### config.mk
export PLATFORM = sky130hd
export DESIGN_NAME = prng_reseed_ctrl
export DESIGN_NICKNAME = d
export VERILOG_FILES = /design/src/rtl/prng_reseed_ctrl.sv
export SDC_FILE = /design/constraint.sdc
export NUM_CORES = 1
export LEC_CHECK = 0
export BUFFER_PORTS_ARGS = -buffer_cell sky130_fd_sc_hd__buf_2
export CORE_MARGIN = 2
export CORE_UTILIZATION = 30
export CTS_CLUSTER_SIZE = 12
export DETAILED_ROUTE_END_ITERATION = 6
export PLACE_DENSITY = 0.61
export SYNTH_ARGS = -nofsm -noshare
export SYNTH_HDL_FRONTEND = slang
export SYNTH_SLANG_ARGS = --single-unit
### constraint.sdc
create_clock -name clk -period 2.4 [get_ports clk]
set_input_delay 0.48 -clock clk [delete_from_list [all_inputs] [get_ports clk]]
set_output_delay 0.48 -clock clk [all_outputs]
set_load 0.05 [all_outputs]
### src/rtl/prng_reseed_ctrl.sv
// Seed-loading controller for the masked-core PRNG: streams a 128-bit seed into
// the PRNG feed port, pulses pre_rst, warms up the LFSR, then hands over run control.
module prng_reseed_ctrl #(
  parameter int unsigned SIZE_FEED   = 32,
  parameter int unsigned WARM_CYCLES = 128
) (
  input  logic                 clk,
  input  logic                 rst_n,
  input  logic                 reseed_req,
  input  logic                 seed_valid,
  input  logic [SIZE_FEED-1:0] seed_data,
  output logic                 seed_ready,
  input  logic                 run_req,
  input  logic                 rnd_valid_next_enable,
  output logic                 pre_enable_run,
  output logic                 lock_feed,
  output logic                 feed,
  output logic [SIZE_FEED-1:0] feed_data,
  output logic                 pre_rst,
  output logic                 prng_ready,
  output logic                 busy
);

  localparam int unsigned SEED_WORDS = 128 / SIZE_FEED;
  localparam int unsigned WORD_CW    = (SEED_WORDS > 1) ? $clog2(SEED_WORDS) : 1;
  localparam int unsigned WARM_CW    = $clog2(WARM_CYCLES + 1);

  typedef enum logic [2:0] {
    IDLE  = 3'd0,
    LOAD  = 3'd1,
    DRAIN = 3'd2,
    RST   = 3'd3,
    WARM  = 3'd4,
    READY = 3'd5
  } state_e;

  state_e               state_q, state_d;
  logic [WORD_CW-1:0]   word_cnt_q, word_cnt_d;
  logic [WARM_CW-1:0]   warm_cnt_q, warm_cnt_d;
  logic                 feed_q, feed_d;
  logic [SIZE_FEED-1:0] feed_data_q, feed_data_d;
  logic                 pre_rst_q, pre_rst_d;
  logic                 lock_feed_q, lock_feed_d;

  always_ff @(posedge clk or negedge rst_n) begin
    if (!rst_n) begin
      state_q     <= IDLE;
      word_cnt_q  <= '0;
      warm_cnt_q  <= '0;
      feed_q      <= 1'b0;
      feed_data_q <= '0;
      pre_rst_q   <= 1'b0;
      lock_feed_q <= 1'b0;
    end else begin
      state_q     <= state_d;
      word_cnt_q  <= word_cnt_d;
      warm_cnt_q  <= warm_cnt_d;
      feed_q      <= feed_d;
      feed_data_q <= feed_data_d;
      pre_rst_q   <= pre_rst_d;
      lock_feed_q <= lock_feed_d;
    end
  end

  // Next state; the PRNG-facing strobes are computed from the next state so they come from flops.
  always_comb begin
    state_d     = state_q;
    word_cnt_d  = word_cnt_q;
    warm_cnt_d  = warm_cnt_q;
    feed_d      = 1'b0;
    feed_data_d = feed_data_q;
    unique case (state_q)
      IDLE, READY: begin
        if (reseed_req) begin
          state_d    = LOAD;
          word_cnt_d = '0;
        end
      end
      LOAD: begin
        if (seed_valid) begin
          feed_d      = 1'b1;
          feed_data_d = seed_data;
          if (word_cnt_q == WORD_CW'(SEED_WORDS - 1)) begin
            word_cnt_d = '0;
            state_d    = DRAIN;
          end else begin
            word_cnt_d = word_cnt_q + WORD_CW'(1);
          end
        end
      end
      DRAIN: state_d = RST;
      RST: begin
        state_d    = WARM;
        warm_cnt_d = '0;
      end
      WARM: begin
        if (warm_cnt_q < WARM_CW'(WARM_CYCLES)) begin
          warm_cnt_d = warm_cnt_q + WARM_CW'(1);
        end
        if ((warm_cnt_q >= WARM_CW'(WARM_CYCLES)) && rnd_valid_next_enable) begin
          state_d = READY;
        end
      end
      default: state_d = IDLE;
    endcase
    lock_feed_d = (state_d == LOAD) || (state_d == DRAIN);
    pre_rst_d   = (state_d == RST);
  end

  assign feed           = feed_q;
  assign feed_data      = feed_data_q;
  assign pre_rst        = pre_rst_q;
  assign lock_feed      = lock_feed_q;
  assign seed_ready     = (state_q == LOAD);
  assign busy           = (state_q == LOAD) || (state_q == DRAIN) ||
                          (state_q == RST)  || (state_q == WARM);
  assign prng_ready     = (state_q == READY);
  assign pre_enable_run = (state_q == WARM) || ((state_q == READY) && run_req);

endmodule
==> tab_implementation.tex <==
\begin{tabular}{lr}
\hline
Metric & Value \\
\hline
\multicolumn{2}{l}{\textbf{Clocking}} \\
\quad Reg clk slew, reported paths & approximately 0.070 ns \\
\quad Total of cells resized after clock tree synthesis & 0 \\
\quad Clock tree from TritonCTS & built \\
\quad Inserted Clock Buffers & 5 \\
\quad Deepest clock path buffer count & 2 \\
\quad Source-to-sink clock delay at the later pin of the worst-skew pair & $\sim$0.3 ns \\
\quad Clock tree root driver cell & clkbuf\_8 \\
\quad Post-CTS repair timing setup buffer count & 0 \\
\quad Hold-fix buffer count after cts & 0 \\
\quad CTS sink count & 48 \\
\quad Count of H-tree levels built during CTS & 2 \\
\multicolumn{2}{l}{\textbf{Logic synthesis}} \\
\quad Main area contributors after synthesis & dfrtp\_1, mux2\_2, a21oi\_1 \\
\quad Mux contribution to synthesized area & about a fifth \\
\quad Count of yosys warnings during synthesis & 0 \\
\quad Synthesized area divided by synthesized cell count & roughly 13 µm² \\
\quad Yosys top cell area share & between 50\% and 60\% \\
\quad Post-synth net total & a little under 200 \\
\quad Sequential fraction of the synthesis area & $\sim$58\% \\
\quad Combinational family with the most area after synthesis & multiplexers \\
\quad Synth area leader & dfrtp\_1 \\
\quad Post-Synth Adder-Cell Area & 1.82\% \\
\quad Number of distinct library cell variants in the gate-level netlist after synthesis & 34 \\
\quad Number of cells produced by synthesis & 155 \\
\quad Mapped cell area & roughly 2000 µm² \\
\quad Share of the synthesized netlist area taken by xor and xnor gates & less than 1\% \\
\quad Area fraction in compound gates after synthesis & under 10\% \\
\quad Synth Area in Simple Gates & 7.47\% \\
\quad Number of synthesized register bits & 48 \\
\multicolumn{2}{l}{\textbf{Routing}} \\
\quad Routed length per placed instance & between 10 and 15 µm \\
\quad Drt total wl & 3.90 mm \\
\quad Remaining antenna violation count & 0 \\
\quad Vias after detailed routing & between 1000 and 1500 \\
\quad Initial DRC Count & 69 \\
\quad Initial DRT Pass Iterations & 3 \\
\quad Average vias per placed instance & 4.63 \\
\quad Drc violations & 0 \\
\multicolumn{2}{l}{\textbf{Setup path}} \\
\quad Crit path required time & around 1.9 ns \\
\quad Maximum fanout encountered on the critical timing path & 20 \\
\quad Critical Path Slowest Stage Cell & dfrtp\_1 \\
\quad Data arrival time of the worst path & between 1.5 and 2 ns \\
\quad RR Startpoint & state\_q[2] \\
\quad Top Family by Delay on Critical Path & flip-flops \\
\quad Critical-path cell list & inv\_1 > nor3b\_1 > buf\_2 \\
\quad Delay of the slowest cell on the worst path & $\sim$0.75 ns \\
\quad Classification of the worst setup path & flop to output port \\
\quad Crit path launch type & flop \\
\quad Buffers plus inverters on the worst setup path & 2 \\
\quad Source of the critical timing path & state\_q[2] \\
\quad Kind of end point of the critical path & output port \\
\multicolumn{2}{l}{\textbf{Place}} \\
\quad Detailed Place HPWL & $\sim$2.8 mm \\
\quad Number of buffer cells added on primary ports & 76 \\
\quad Routability-driven placement congestion ratio & 0.811 \\
\multicolumn{2}{l}{\textbf{Cells and area}} \\
\quad Top library cells by usage in the layout, fill and taps aside & buf\_2, dfrtp\_1, mux2\_2 \\
\quad Final net count & 273 \\
\quad Filler cell count & $\sim$670 \\
\quad Number of antenna cells inserted & 0 \\
\quad Commonest non-fill, non-tap cell in the layout & buf\_2 \\
\quad Fraction of final layout cells with drive strength greater than 1 & between 50\% and 60\% \\
\quad Synth-to-layout area growth & 27.2\% \\
\quad Final cell utilization of the core & 39.0\% \\
\multicolumn{2}{l}{\textbf{Global routing}} \\
\quad Largest net degree at the start of global routing & 49 \\
\quad Combined global-route utilization of all metal layers & 10.6\% \\
\quad Leftover overflow at the end of global routing & 0 \\
\quad Global-route wire length before repair & a little over 6 mm \\
\quad Number of global-route vias before repair & 1331 \\
\quad Number of antenna violations at the first check in global routing & 0 \\
\multicolumn{2}{l}{\textbf{Timing}} \\
\quad Hold violation count in the final report & 0 \\
\quad Number of endpoints failing setup at the final stage & 0 \\
\quad Number of slew-limit violations in the final report & 0 \\
\quad Setup skew after layout & around 0.0087 ns \\
\quad Summed negative setup slack over all endpoints & 0 ns \\
\quad Setup repair after global routing missed its margin & no \\
\quad F\_max & 454 MHz \\
\quad Transition time at the pin with the least slew margin & around 0.63 ns \\
\quad Share of the clock period used by the worst path & between 90\% and 100\% \\
\quad Max\_slew headroom & 58.2\% \\
\quad Min Tclk post-route & 2.20 ns \\
\multicolumn{2}{l}{\textbf{Die}} \\
\quad I/O pin cnt & 77 \\
\quad Placeable Area & about 6700 µm² \\
\quad Area enclosed by the die boundary & 7550 µm² \\
\quad Height of the chip & around 87 µm \\
\quad Number of placement rows & 30 \\
\quad Floorplan die width & slightly below 90 µm \\
\quad Starting density of the core & 30.7\% \\
\multicolumn{2}{l}{\textbf{Pwr}} \\
\quad Areal power density over the cells & 536 nW/µm² \\
\quad VDD IR-drop max & between 200 and 250 µV \\
\quad Leakage & around 1.4 nW \\
\multicolumn{2}{l}{\textbf{Flow run}} \\
\quad Max capacitance violation total & 0 \\
\multicolumn{2}{l}{\textbf{Run status}} \\
\quad Run status & complete, no violations \\
\multicolumn{2}{l}{\textbf{Worst hold path}} \\
\quad Hold Crit Class & primary input to asynchronous set/reset pin \\
\hline
\end{tabular}
-- per-stage QoR --
stage	cells	cell area [µm²]	hold slack [ns]	setup WS [ns]	total power, mW
6_report	311	2620	0.271	0.197	1.40
5_1_grt	311	2620	0.326	0.0432	1.47
4_1_cts	311	2620	0.301	0.184	1.44
3_5_place_dp	305	2520	0.476	0.519	0.875
3_3_place_gp	305	2520	0.465	0.529	0.874
2_1_floorplan	155	2060	0.184	0.0372	0.827
-- layer usage --
| metal | up-vias | GRT usage [%] | routed length (µm) |
|---|---|---|---|
| met1 | 685 | 13.7 | 1850 |
| met5 | - | 0 | 0 |
| met4 | 0 | 5.54 | 91 |
| met2 | 42 | 16.9 | 1780 |
| met3 | 7 | 2.09 | 176 |
| li1 | 707 | - | - |
-- final timing paths --
kind,end,slack (ns),cells after the start
min reg2reg,warm_cnt_q[5],0.48,1
max reg2reg,word_cnt_q[0],0.59,3
max,prng_ready,0.20,3
max in group asynchronous,feed_data[11],1.72,2
min,warm_cnt_q[1],0.27,2
min in group clk,feed_data[1],0.41,2
-- where the power goes --
group	switching [mW]	internal, mW
Sequential	0	0.808
Combinational	0.0245	0.0237
Clock	0.250	0.299
-- final cells by class --
class | instances | area, µm² | share of cell area, %
multi-input cells | 92 | 796 | 30.4
flip-flops and latches | 48 | 1200 | 45.8
clock inverters | 1 | 30.0 | 1.15
well taps | 80 | 100 | 3.82
clock buffers | 5 | 68.8 | 2.63
inverters | 6 | 22.5 | 0.859
repair buffers | 79 | 403 | 15.4
-- cells in the mapped netlist --
library cell,number
a211oi_1,3
a21boi_0,1
a21o_1,1
a21oi_1,11
a221oi_1,1
a311oi_1,2
a31oi_1,1
a41oi_1,1
and3_1,1
and4_1,1
buf_1,1
buf_2,3
buf_4,3
buf_6,1
clkbuf_1,1
dfrtp_1,48
ha_1,3
inv_1,6
mux2_2,33
mux2i_1,4
nand2_1,3
nand2b_1,1
nand4_1,3
nand4b_1,1
nor2_1,5
nor3_1,2
nor3b_1,3
nor4b_2,1
nor4bb_1,1
o211a_1,1
o21ai_0,5
or3_1,1
or3_4,1
xnor2_1,1
-- registers in the layout, indices dropped and copies added (netlist names) --
name,cells
feed,1
feed_data,32
lock_feed,1
pre_rst,1
state_q,3
warm_cnt_q,8
word_cnt_q,2
-- kinds of logic after synthesis --
group | count (synthesis)
flip-flops | 48
multiplexers | 37
AO/OA/AOI/OAI | 27
AND/OR/NAND/NOR | 24
buffers and inverters | 15
adder cells (fa/ha/maj) | 3
XOR/XNOR | 1
Note: power is estimated with default switching activity, not from simulation.
